File: config.mk
export PLATFORM = sky130hd
export DESIGN_NAME = alu_op_issue
export DESIGN_NICKNAME = d
export VERILOG_FILES = /design/src/rtl/alu_pkg.sv /design/src/rtl/alu_op_decode.sv /design/src/rtl/alu_op_issue.sv
export SDC_FILE = /design/constraint.sdc
export NUM_CORES = 1
export LEC_CHECK = 0
export BUFFER_PORTS_ARGS = -buffer_cell sky130_fd_sc_hd__clkbuf_2
export CAP_MARGIN = 15
export CORE_MARGIN = 4
export CORE_UTILIZATION = 42
export CTS_CLUSTER_DIAMETER = 150
export CTS_CLUSTER_SIZE = 24
export DETAILED_ROUTE_END_ITERATION = 16
export PLACE_DENSITY_LB_ADDON = 0.15
export SLEW_MARGIN = 20
export SYNTH_ARGS = -nofsm -noshare
export SYNTH_HDL_FRONTEND = slang
export SYNTH_HIERARCHICAL = 1
export SYNTH_SLANG_ARGS = --single-unit
export TNS_END_PERCENT = 20
File: constraint.sdc
create_clock -name clk -period 2.1 [get_ports clk]
set_clock_uncertainty 0.15 [all_clocks]
set_input_delay 0.315 -clock clk [delete_from_list [all_inputs] [get_ports clk]]
set_output_delay 0.315 -clock clk [all_outputs]
set_load 0.01 [all_outputs]
File: src/rtl/alu_pkg.sv
// Shared encodings for the ALU issue stage: ALU operation codes and RV32I fields.
package alu_pkg;

    // 4-bit operation codes understood by the combinational ALU.
    typedef enum logic [3:0] {
        ALU_AND = 4'b0000,
        ALU_OR  = 4'b0001,
        ALU_ADD = 4'b0010,
        ALU_SUB = 4'b0011,
        ALU_XOR = 4'b0100,
        ALU_SRL = 4'b0101,
        ALU_SRA = 4'b0110,
        ALU_SLL = 4'b0111,
        ALU_SLT = 4'b1000,
        ALU_BEQ = 4'b1001,
        ALU_BNE = 4'b1010,
        ALU_BGE = 4'b1011,
        ALU_JAL = 4'b1111
    } alu_op_e;

    // RV32I major opcodes handled by this stage.
    localparam logic [6:0] OP_R      = 7'b0110011;
    localparam logic [6:0] OP_I      = 7'b0010011;
    localparam logic [6:0] OP_LOAD   = 7'b0000011;
    localparam logic [6:0] OP_STORE  = 7'b0100011;
    localparam logic [6:0] OP_BRANCH = 7'b1100011;
    localparam logic [6:0] OP_JAL    = 7'b1101111;

    // funct7 values: base encoding and the SUB/SRA alternate.
    localparam logic [6:0] F7_BASE = 7'b0000000;
    localparam logic [6:0] F7_ALT  = 7'b0100000;

endpackage

File: src/rtl/alu_op_decode.sv
// Combinational RV32I decode into ALU operation, operands and immediate.
module alu_op_decode
    import alu_pkg::*;
#(
    parameter int DATA_WIDTH    = 32,
    parameter int OPCODE_LENGTH = 4
) (
    input  logic [31:0]               instr,
    input  logic [DATA_WIDTH-1:0]     rd1,
    input  logic [DATA_WIDTH-1:0]     rd2,
    output logic [OPCODE_LENGTH-1:0]  operation,
    output logic [DATA_WIDTH-1:0]     srca,
    output logic [DATA_WIDTH-1:0]     srcb,
    output logic [DATA_WIDTH-1:0]     imm,
    output logic                      illegal
);

    logic [6:0]            opcode;
    logic [2:0]            funct3;
    logic [6:0]            funct7;
    logic [DATA_WIDTH-1:0] imm_i;
    logic [DATA_WIDTH-1:0] imm_s;
    logic [DATA_WIDTH-1:0] imm_b;
    logic [DATA_WIDTH-1:0] imm_j;
    alu_op_e               op;

    assign opcode = instr[6:0];
    assign funct3 = instr[14:12];
    assign funct7 = instr[31:25];

    // Every immediate format sign-extends from instr[31].
    assign imm_i = {{(DATA_WIDTH-12){instr[31]}}, instr[31:20]};
    assign imm_s = {{(DATA_WIDTH-12){instr[31]}}, instr[31:25], instr[11:7]};
    assign imm_b = {{(DATA_WIDTH-13){instr[31]}}, instr[31], instr[7],
                    instr[30:25], instr[11:8], 1'b0};
    assign imm_j = {{(DATA_WIDTH-21){instr[31]}}, instr[31], instr[19:12],
                    instr[20], instr[30:21], 1'b0};

    assign srca      = rd1;
    assign operation = OPCODE_LENGTH'(op);

    // Decode opcode/funct fields; unsupported encodings fall back to AND, SrcB 0, illegal.
    always_comb begin
        op      = ALU_AND;
        srcb    = '0;
        imm     = '0;
        illegal = 1'b0;
        case (opcode)
            OP_R: begin
                srcb = rd2;
                case (funct3)
                    3'b000: begin
                        if (funct7 == F7_BASE)     op = ALU_ADD;
                        else if (funct7 == F7_ALT) op = ALU_SUB;
                        else                       illegal = 1'b1;
                    end
                    3'b101: begin
                        if (funct7 == F7_BASE)     op = ALU_SRL;
                        else if (funct7 == F7_ALT) op = ALU_SRA;
                        else                       illegal = 1'b1;
                    end
                    3'b111:  if (funct7 == F7_BASE) op = ALU_AND; else illegal = 1'b1;
                    3'b110:  if (funct7 == F7_BASE) op = ALU_OR;  else illegal = 1'b1;
                    3'b100:  if (funct7 == F7_BASE) op = ALU_XOR; else illegal = 1'b1;
                    3'b001:  if (funct7 == F7_BASE) op = ALU_SLL; else illegal = 1'b1;
                    3'b010:  if (funct7 == F7_BASE) op = ALU_SLT; else illegal = 1'b1;
                    default: illegal = 1'b1;
                endcase
            end
            OP_I: begin
                srcb = imm_i;
                imm  = imm_i;
                case (funct3)
                    3'b000: op = ALU_ADD;
                    3'b010: op = ALU_SLT;
                    3'b111: op = ALU_AND;
                    3'b110: op = ALU_OR;
                    3'b100: op = ALU_XOR;
                    3'b001:  if (funct7 == F7_BASE) op = ALU_SLL; else illegal = 1'b1;
                    3'b101: begin
                        if (funct7 == F7_BASE)     op = ALU_SRL;
                        else if (funct7 == F7_ALT) op = ALU_SRA;
                        else                       illegal = 1'b1;
                    end
                    default: illegal = 1'b1;
                endcase
            end
            OP_LOAD: begin
                op   = ALU_ADD;
                srcb = imm_i;
                imm  = imm_i;
            end
            OP_STORE: begin
                op   = ALU_ADD;
                srcb = imm_s;
                imm  = imm_s;
            end
            OP_BRANCH: begin
                srcb = rd2;
                imm  = imm_b;
                case (funct3)
                    3'b000:  op = ALU_BEQ;
                    3'b001:  op = ALU_BNE;
                    3'b100:  op = ALU_SLT;
                    3'b101:  op = ALU_BGE;
                    default: illegal = 1'b1;
                endcase
            end
            OP_JAL: begin
                op  = ALU_JAL;
                imm = imm_j;
            end
            default: illegal = 1'b1;
        endcase
        // Illegal entries always present a clean, known payload.
        if (illegal) begin
            op   = ALU_AND;
            srcb = '0;
            imm  = '0;
        end
    end

endmodule

File: src/rtl/alu_op_issue.sv
// ID/EX issue stage: decode plus a single-entry registered slot with flush.
//
// Handshake: a transfer happens on a rising edge where valid && ready are both
// high. in_ready = !out_valid || out_ready (never depends on in_valid). While
// out_valid && !out_ready every out_* is held bit-stable. flush wins over all.
module alu_op_issue
    import alu_pkg::*;
#(
    parameter int DATA_WIDTH    = 32,
    parameter int OPCODE_LENGTH = 4
) (
    input  logic                      clk,
    input  logic                      rst_n,
    input  logic                      flush,
    input  logic                      in_valid,
    output logic                      in_ready,
    input  logic [31:0]               in_instr,
    input  logic [DATA_WIDTH-1:0]     in_rd1,
    input  logic [DATA_WIDTH-1:0]     in_rd2,
    output logic                      out_valid,
    input  logic                      out_ready,
    output logic [OPCODE_LENGTH-1:0]  out_operation,
    output logic [DATA_WIDTH-1:0]     out_srca,
    output logic [DATA_WIDTH-1:0]     out_srcb,
    output logic [DATA_WIDTH-1:0]     out_imm,
    output logic                      out_illegal
);

    logic [OPCODE_LENGTH-1:0] dec_operation;
    logic [DATA_WIDTH-1:0]    dec_srca;
    logic [DATA_WIDTH-1:0]    dec_srcb;
    logic [DATA_WIDTH-1:0]    dec_imm;
    logic                     dec_illegal;
    logic                     capture;

    alu_op_decode #(
        .DATA_WIDTH    (DATA_WIDTH),
        .OPCODE_LENGTH (OPCODE_LENGTH)
    ) u_decode (
        .instr     (in_instr),
        .rd1       (in_rd1),
        .rd2       (in_rd2),
        .operation (dec_operation),
        .srca      (dec_srca),
        .srcb      (dec_srcb),
        .imm       (dec_imm),
        .illegal   (dec_illegal)
    );

    assign in_ready = !out_valid || out_ready;
    assign capture  = in_valid && in_ready && !flush;

    // Pipeline slot: flush empties it, otherwise refill or drain whenever ready.
    always_ff @(posedge clk or negedge rst_n) begin
        if (!rst_n) begin
            out_valid     <= 1'b0;
            out_operation <= '0;
            out_srca      <= '0;
            out_srcb      <= '0;
            out_imm       <= '0;
            out_illegal   <= 1'b0;
        end else if (flush) begin
            out_valid <= 1'b0;
        end else if (in_ready) begin
            out_valid <= in_valid;
            if (capture) begin
                out_operation <= dec_operation;
                out_srca      <= dec_srca;
                out_srcb      <= dec_srcb;
                out_imm       <= dec_imm;
                out_illegal   <= dec_illegal;
            end
        end
    end

endmodule

# ---- Yosys cells after proc, flatten, opt, wreduce, memory -nomap -nowiden
# Cells that the tools add are included.
dict set report classes {
  eq_ne 13
  mux 26
  n_bitwise 1
  reduce_logical 17
}
# operator count
set op_table {}
lappend op_table {{$pmux W32 S4} 1}
lappend op_table {{$pmux W32 S3} 1}
lappend op_table {{$mux W32} 2}
lappend op_table {{$pmux W4 S6} 2}
lappend op_table {{$eq A7 B6 Y1 const B} 3}
lappend op_table {{$pmux W4 S5} 1}
lappend op_table {{$mux W4} 4}
lappend op_table {{$pmux W4 S4} 1}
lappend op_table {{$eq A7 B7 Y1 const B} 2}
lappend op_table {{$eq A3 B3 Y1 const B} 4}
lappend op_table {{$reduce_or A5 Y1} 2}
lappend op_table {{$mux W3} 3}
lappend op_table {{$reduce_or A2 Y1} 4}
lappend op_table {{$eq A7 B2 Y1 const B} 1}
lappend op_table {{$eq A7 B5 Y1 const B} 1}
lappend op_table {{$logic_not A7 Y1} 1}
lappend op_table {{$mux W1} 7}
lappend op_table {{$pmux W1 S4} 1}
lappend op_table {{$reduce_or A4 Y1} 1}
lappend op_table {{$eq A3 B1 Y1 const B} 1}
lappend op_table {{$eq A3 B2 Y1 const B} 1}
lappend op_table {{$logic_not A3 Y1} 1}
lappend op_table {{$pmux W1 S3} 1}
lappend op_table {{$reduce_and A3 Y1} 1}
lappend op_table {{other kinds (8)} 10}
dict set report totals {
  register_bits 102
  in_bits 101
  output_inout_bits 103
  wordCells 63
}

# ---- Depth between registers and ports, before layout
# Gate-level depths: netlist of run 1.
dict set report logic_depth {
  word_depth 6
  depth_mapped 8
  ltp_nobuf 6
}

# ---- By module
# Netlist of run 1, hierarchy kept.
# mod instances cells_per_inst area_each_um2 seq_area_each_um2
set by_module_without_submodules {}
lappend by_module_without_submodules {alu_op_issue 1 219 4279.1 2552.4}
lappend by_module_without_submodules {alu_op_decode 1 296 1726.7 0.0}

# ---- Worst setup path after synthesis of run 1
# No wires, ideal clock.
dict set report synth_path {
  path_type {input -> register}
  from {input in_instr[25]}
  to {register out_imm[31]}
  setup_ns 0.064
  t_arrival_ns 2.246
  t_required_ns 1.886
  path_slack_ns -0.360
  cell_stages 7
  path_buffers 1
  path_cell_list {nor4_2 -> nand2_2 -> o31ai_4 -> nand3_2 -> nor3b_1 -> buf_4 -> mux2_2}
}
dict set report synth_between {
  elab_chain_len 6
  elab_cells_between_ends 9
  cone_classes {eq/ne (1); mux (7); reduce/logical (1)}
}
# item line_no
set synth_lines {}
lappend synth_lines {{from (decl)} alu_op_issue.sv:17} ;# input logic [31:0] in_instr,
lappend synth_lines {{$eq A7 B6 Y1} {alu_op_decode.sv:54, alu_op_decode.sv:59, alu_op_decode.sv:82}}
lappend synth_lines {{$mux W1} {alu_op_decode.sv:54, alu_op_decode.sv:59, alu_op_decode.sv:82}}
lappend synth_lines {{$mux W1} alu_op_decode.sv:81} ;# if (funct7 == F7_BASE) op = ALU_SRL;
lappend synth_lines {{$pmux W1 S3 or $pmux W1 S2 (tied branches)} {alu_op_decode.sv:73, alu_op_decode.sv:51}}
lappend synth_lines {{$pmux W1 S4 (*)} alu_op_decode.sv:48} ;# case (opcode)
lappend synth_lines {{$mux W32 (*)} alu_op_decode.sv:116} ;# if (illegal) begin
lappend synth_lines {{named net dec_imm[31]} alu_op_issue.sv:32} ;# logic [DATA_WIDTH-1:0] dec_imm;
lappend synth_lines {{to (signal assigned)} alu_op_issue.sv:70} ;# out_imm <= dec_imm;
lappend synth_lines {{to (decl)} alu_op_issue.sv:25} ;# output logic [DATA_WIDTH-1:0] out_imm,
# Mark *: on every way through the listed nets, which the timed path passes. The rest lies on a longest branch.
# A chain may end at the register's enable or synchronous reset.

# ---- Final worst setup path of run 1
dict set report layout_path {
  from {input flush}
  to {register out_srca[9]}
}
dict set report layout_between {
  elab_chain_len 3
  elab_cells_between_ends 4
  cone_classes {bitwise (1); reduce/logical (3)}
}
# item line_no
set layout_lines {}
lappend layout_lines {{from (decl)} alu_op_issue.sv:14} ;# input logic flush,
lappend layout_lines {{$logic_not A1 Y1} alu_op_issue.sv:51} ;# assign capture = in_valid && in_ready && !flush;
lappend layout_lines {{$logic_and A1 B1 Y1} alu_op_issue.sv:51}
lappend layout_lines {{$reduce_and A3 Y1 (no line) (*)} -}
lappend layout_lines {{to (signal assigned)} alu_op_issue.sv:68} ;# out_srca <= dec_srca;
lappend layout_lines {{to (decl)} alu_op_issue.sv:23} ;# output logic [DATA_WIDTH-1:0] out_srca,
# Every way passes the cells marked *; elsewhere a longest branch is shown, timed or not.

==> out/qor.txt, run 1 <==
status: finished, final reports clean
gr ovfl total: 0
Resized cells post-CTS: 0
slack of the critical path: 107 ps
clock latency on the worst-skew pair: 350 ps
Worst Hold Class: in -> reg
Layout Nets: 810
final hold vios: 0
count leader, synth: dfrtp_1
# fillers: 1267
crit-path leading delay family: buffers and inverters
Place WS: -135 ps
most instantiated cells after synthesis: dfrtp_1, mux2_4, nor2_1
routed vias: 4513
CP Class: in -> reg
Slowest cell on crit path: dlygate4sd3_1
fin. max-slew vios: 0
Crit. End Element: flip-flop
Post-DP HPWL: 12.1 mm
Final Critical Period: 1990 ps
routability cong.: 0.877
Largest stage delay, worst path: 540 ps
Post-Syn Nets: 616
Clock Sinks: 102
drt drc: 0
H-tree levels: 3
io pins: 204
maxcap violations: 0
number of global-route vias before repair: 4759
CP bufs+invs: 4
Main synth FF type: dfrtp_1
clock buffer depth: 2
cells after synthesis: 515
CTS Buf Count: 9
EDFF count, synth: 0
starting density of the core: 43.1%
Final setup viols: 0
WL/cell: 17.6 um
Worst EP required: 2190 ps
fraction of registers with async set or reset after synthesis: 100%
CP arrival: 2080 ps
fmax: 0.502 GHz
Rows: 43
setup_tns: 0 ps
top cell type by total area after synthesis: dfrtp_1
sequential area share after synthesis: 42.5%
antenna cells: 0
largest net degree at the start of global routing: 44
YS warnings: 6
crit path max fanout: 31
CTS tree: built
final wirelength: 15.7 mm
RSZ-0062 raised after global routing: no
Synth top area share: 42.5%
core area: 13900 um^2
initial antenna violation count: 0
Rel. slew slack: 53.7%
Root Buffer: clkbuf_16
Die W: 128 um
Synth area leaders: dfrtp_1, mux2_4, buf_4, a21oi_1, buf_12
Total GRT Usage: 19.6%
first-pass GRT wire length: 25.2 mm
drt pass-1 iters: 4
Pwr Density: 631 nW/um^2
VDD IR max: 0.000501 V
DRT antenna net count: 0
Worst R2R Setup Slack: 240 ps
vias per cell: 5.05
Slew @ Worst Pin: 695 ps
mean post-synth cell area: 11.7 um^2
synthesized flop and latch total: 102
Worst Setup Start Kind: input pin
Tot Pwr: 4720 uW
P_leak: 0.00377 uW
PortBufs: 203
final period utilization: 94.9%
layout cells sized above 1: 54.3%
CTS clk-pin slew, worst paths: 70 ps
worst path cell trace: dlygate4sd3_1 > clkbuf_2 > nor3b_4 > buf_4 > buf_12 > mux2_4
post-synthesis cell type count: 51
die area: 16300 um^2
Synth-to-Final Area Change: 24.6%
die height: 128 um
DR iter-0 viols: 190
Synth Cell Area: 6010 um^2
worst reg2reg max path: cells and delay by family (launching register included):
family	cells	cell delay, ps
buffers and inverters	2	440
AND/OR/NAND/NOR	2	420
flip-flops	1	390
multiplexers	1	350
path summary, 6_finish.rpt:
check	start	end	cells after the start
worst max-delay path	flush	out_srca[9]$_DFFE_PN0P_	6
worst min-delay path	in_rd1[30]	out_srca[30]$_DFFE_PN0P_	2
worst max register to register	out_valid$_DFFE_PN0P_	out_srca[9]$_DFFE_PN0P_	5
worst min register to register	out_srca[18]$_DFFE_PN0P_	out_srca[18]$_DFFE_PN0P_	1
max in group asynchronous	rst_n	out_srcb[15]$_DFFE_PN0P_	3
min in group asynchronous	rst_n	out_imm[22]$_DFFE_PN0P_	2
power breakdown:
| group | internal [uW] | switching, uW | total [uW] | leakage (uW) |
|---|---|---|---|---|
| Clock | 989 | 743 | 1730 | 0.000148 |
| Sequential | 2070 | 64.7 | 2140 | 0.00135 |
| Combinational | 441 | 413 | 853 | 0.00228 |
| Total | 3500 | 1220 | 4720 | 0.00377 |
timing repair:
item / CTS / global route
setup buffers: 0 / 0
endpoints found under the hold margin: 42 / 0
hold buffers: 2 / 0
sequential cells by signal, summed over array words and instances, names as in the netlist:
register	cells
out_srcb	32
out_valid	1
out_imm	32
out_operation	4
out_illegal	1
out_srca	32
metrics by stage:
| stage | hold slack [ps] | std cells | util, % | area (um^2) |
|---|---|---|---|---|
| after detailed placement | 205 | 876 | 51.3 | 7150 |
| after global placement | 194 | 876 | 51.3 | 7150 |
| after floorplan | -131 | 515 | - | 6020 |
| after global routing | 28.6 | 893 | 53.7 | 7480 |
| after CTS | 22.3 | 893 | 53.7 | 7480 |
| final | 37.9 | 893 | 53.7 | 7480 |
cells by family (layout without fill, tap and decap cells):
family          Yosys count  count (layout)  synth area share [%]
flops                   102             102                  42.5
xor+xnor                  1               1                 0.146
simple gates            131             131                  11.5
mux                     102             102                  24.7
buf+inv                  83             281                  10.9
compound gates           96              96                  10.2
per-layer routing:
metal	part of all wire (%)	GRT usage, %	vias to the layer above
met2	47	30.3	145
met3	7.4	6.44	26
li1	-	-	2155
met4	2.3	6.93	0
met5	0	0	-
met1	44	25.7	2187
cells in the final DEF (no fill, tap or decap), types with 3 or more instances in the layout:
cell type and count:
dfrtp_1 102, a21oi_1 46, o21ai_0 6, a211o_1 3, nand2_1 17, nor2_1 51, and2_1 3, a22oi_1 6
buf_12 8, clkbuf_2 202, nor2b_1 15, mux2_2 11, nor3b_1 6, clkbuf_16 9, a31oi_1 11, o22a_1 11
mux2_4 90, and3_1 8, nand3_1 11, inv_1 3, buf_4 51
layout make-up:
cell class | count | area, um^2 | area share (%)
Clock buffer | 11 | 253 | 3.38
Multi-Input combinational cell | 330 | 2810 | 37.6
Inverter | 3 | 11.3 | 0.151
Clock inverter | 4 | 55.1 | 0.736
Timing Repair Buffer | 263 | 1570 | 21.0
Tap cell | 180 | 225 | 3.01
Sequential cell | 102 | 2550 | 34.1
No activity file was read; power rests on OpenSTA's default activity.
==> run 2: changes to the inputs <==
--- a/config.mk
+++ b/config.mk
@@ -7,6 +7,7 @@
 export LEC_CHECK = 0
 export BUFFER_PORTS_ARGS = -buffer_cell sky130_fd_sc_hd__clkbuf_2
 export CAP_MARGIN = 15
+export CORE_ASPECT_RATIO = 1.25
 export CORE_MARGIN = 4
 export CORE_UTILIZATION = 42
 export CTS_CLUSTER_DIAMETER = 150
==> run 2 against run 1 <==
Die area about the same. Hold slack worse by 12 ps. Count of clock-buffer cells in the layout unchanged. Sequential power hardly changed. Combinational power down 3.0%. Final cell count shrank 2.2%. Register-to-register slack about the same. Fmax grew 6.4%. Worst setup slack improved by 120 ps. Flip-flop and latch count unchanged. Non-clock buffer count decreased by 15.
==> out/qor.txt, run 2 (same netlist as run 1, synthesis figures left out) <==
Combinational Power Share: 17.8%
Crit. End Element: flip-flop
Final Critical Period: 1870 ps
biggest regs: out_imm: 32 flops, out_srca: 32 flops, out_srcb: 32 flops
routability cong.: 0.837
core area: 13900 um^2
DRT antenna net count: 0
VDD IR max: 0.000426 V
Slew @ Worst Pin: 713 ps
WL/cell: 17.6 um
Die W: 115 um
final hold vios: 0
Largest stage delay, worst path: 380 ps
CTS clk-pin slew, worst paths: 70 ps
Worst EP required: 2170 ps
Internal: 3430 uW
Sw Pwr: 1210 uW
CP Class: reg -> reg
worst path cell trace: nor2b_4 > nor3b_4 > buf_4 > buf_4 > mux2_4
die area: 16300 um^2
Core Util, Final: 52.4%
CTS tree: built
CP bufs+invs: 2
final period utilization: 89.2%
clock share of power: 36.1%
P_leak: 0.00368 uW
antenna cells: 0
Final setup viols: 0
drt pass-1 iters: 4
clock buffer depth: 2
Rows: 48
CP arrival: 1950 ps
die height: 142 um
CP dominant cell by count: buf_4
CTS Buf Count: 9
routed vias: 4451
Final Non-Filler Cells: 873
vias per cell: 5.10
clock latency on the worst-skew pair: 330 ps
io pins: 204
fmax: 0.534 GHz
placed cell count: 857
first-pass GRT wire length: 24.9 mm
initial antenna violation count: 1
drt drc: 0
largest net degree at the start of global routing: 103
most frequent cells in the layout: clkbuf_2, dfrtp_1, mux2_4
commonest non-fill, non-tap cell in the layout: clkbuf_2
number of global-route vias before repair: 4791
DR iter-0 viols: 244
starting density of the core: 43.1%
Post-DP HPWL: 11.5 mm
status: finished, final reports clean
RSZ-0062 raised after global routing: no
crit-path leading delay family: buffers and inverters
Rel. slew slack: 52.1%
Synth-to-Final Area Change: 21.6%
Slowest cell on crit path: dfrtp_1
switching fraction of total power: 26.1%
Layout Nets: 795
layout cells sized above 1: 53.2%
H-tree levels: 3
Flop pwr share: 46.1%
Total GRT Usage: 19.0%
Worst Setup Start Kind: flip-flop
setup bufs post-CTS: 0
Clock Sinks: 102
hold slack: 25.8 ps
maxcap violations: 0
fin. max-slew vios: 0
final wirelength: 15.4 mm
crit path max fanout: 12
PortBufs: 203
Root Buffer: clkbuf_16
gr ovfl total: 0
Worst Hold Class: in -> reg
Pwr Density: 635 nW/um^2
run 2: cell types whose count changed in the layout (fill, tap and decap cells not counted), sizes merged:
cell         delta
buf            -14
dlygate4sd3     -1
run 2: per-stage QoR:
step,power (uW),setup slack (ps),area [um^2],TNS (ps)
2_1_floorplan,2700,43.8,6020,0
3_3_place_gp,2990,-106,7010,-911
3_5_place_dp,3010,-163,7010,-1800
4_1_cts,4710,198,7310,0
5_1_grt,4840,69.5,7310,0
6_report,4640,227,7310,0
run 2: metal layers:
| layer | share of wire [%] | vias to the layer above | global-route usage (%) |
|---|---|---|---|
| met2 | 49 | 160 | 31.4 |
| met4 | 2.3 | 2 | 5.87 |
| met1 | 42 | 2142 | 24.4 |
| met3 | 6.8 | 22 | 4.74 |
| met5 | 0.052 | - | 0 |
| li1 | - | 2125 | - |
run 2: repair_timing:
item                                   CTS  global route
setup endpoints to repair                0             1
hold buffers                             1             0
endpoints found under the hold margin  102             0
resized for setup                        0             1
run 2: layout make-up:
type | count | area [um^2]
clock inverter | 4 | 57.6
fill | 1243 | 6630
timing repair buffer | 248 | 1420
sequential | 102 | 2550
inverter | 3 | 11.3
clock buffer | 11 | 233
tap | 175 | 219
multi-input combinational | 330 | 2810
run 2: power groups by stage:
stage / logic [uW] / clock network, uW / registers, uW
after global routing: 900 / 1790 / 2150
after global placement: 822 / 0 / 2170
final: 827 / 1670 / 2140
after detailed placement: 834 / 0 / 2170
after floorplan: 481 / 0 / 2220
after CTS: 837 / 1730 / 2140
run 2: path summary, 6_finish.rpt:
path | end | slack [ps] | start | depth (start not counted)
min | out_valid$_DFFE_PN0P_ | 30 | flush | 2
min reg2reg | out_srca[24]$_DFFE_PN0P_ | 360 | out_srca[24]$_DFFE_PN0P_ | 1
max in group asynchronous | out_illegal$_DFFE_PN0P_ | 970 | rst_n | 3
min in group asynchronous | out_srca[23]$_DFFE_PN0P_ | 420 | rst_n | 3
max | out_srcb[25]$_DFFE_PN0P_ | 230 | out_valid$_DFFE_PN0P_ | 5
max reg2reg | out_srcb[25]$_DFFE_PN0P_ | 230 | out_valid$_DFFE_PN0P_ | 5
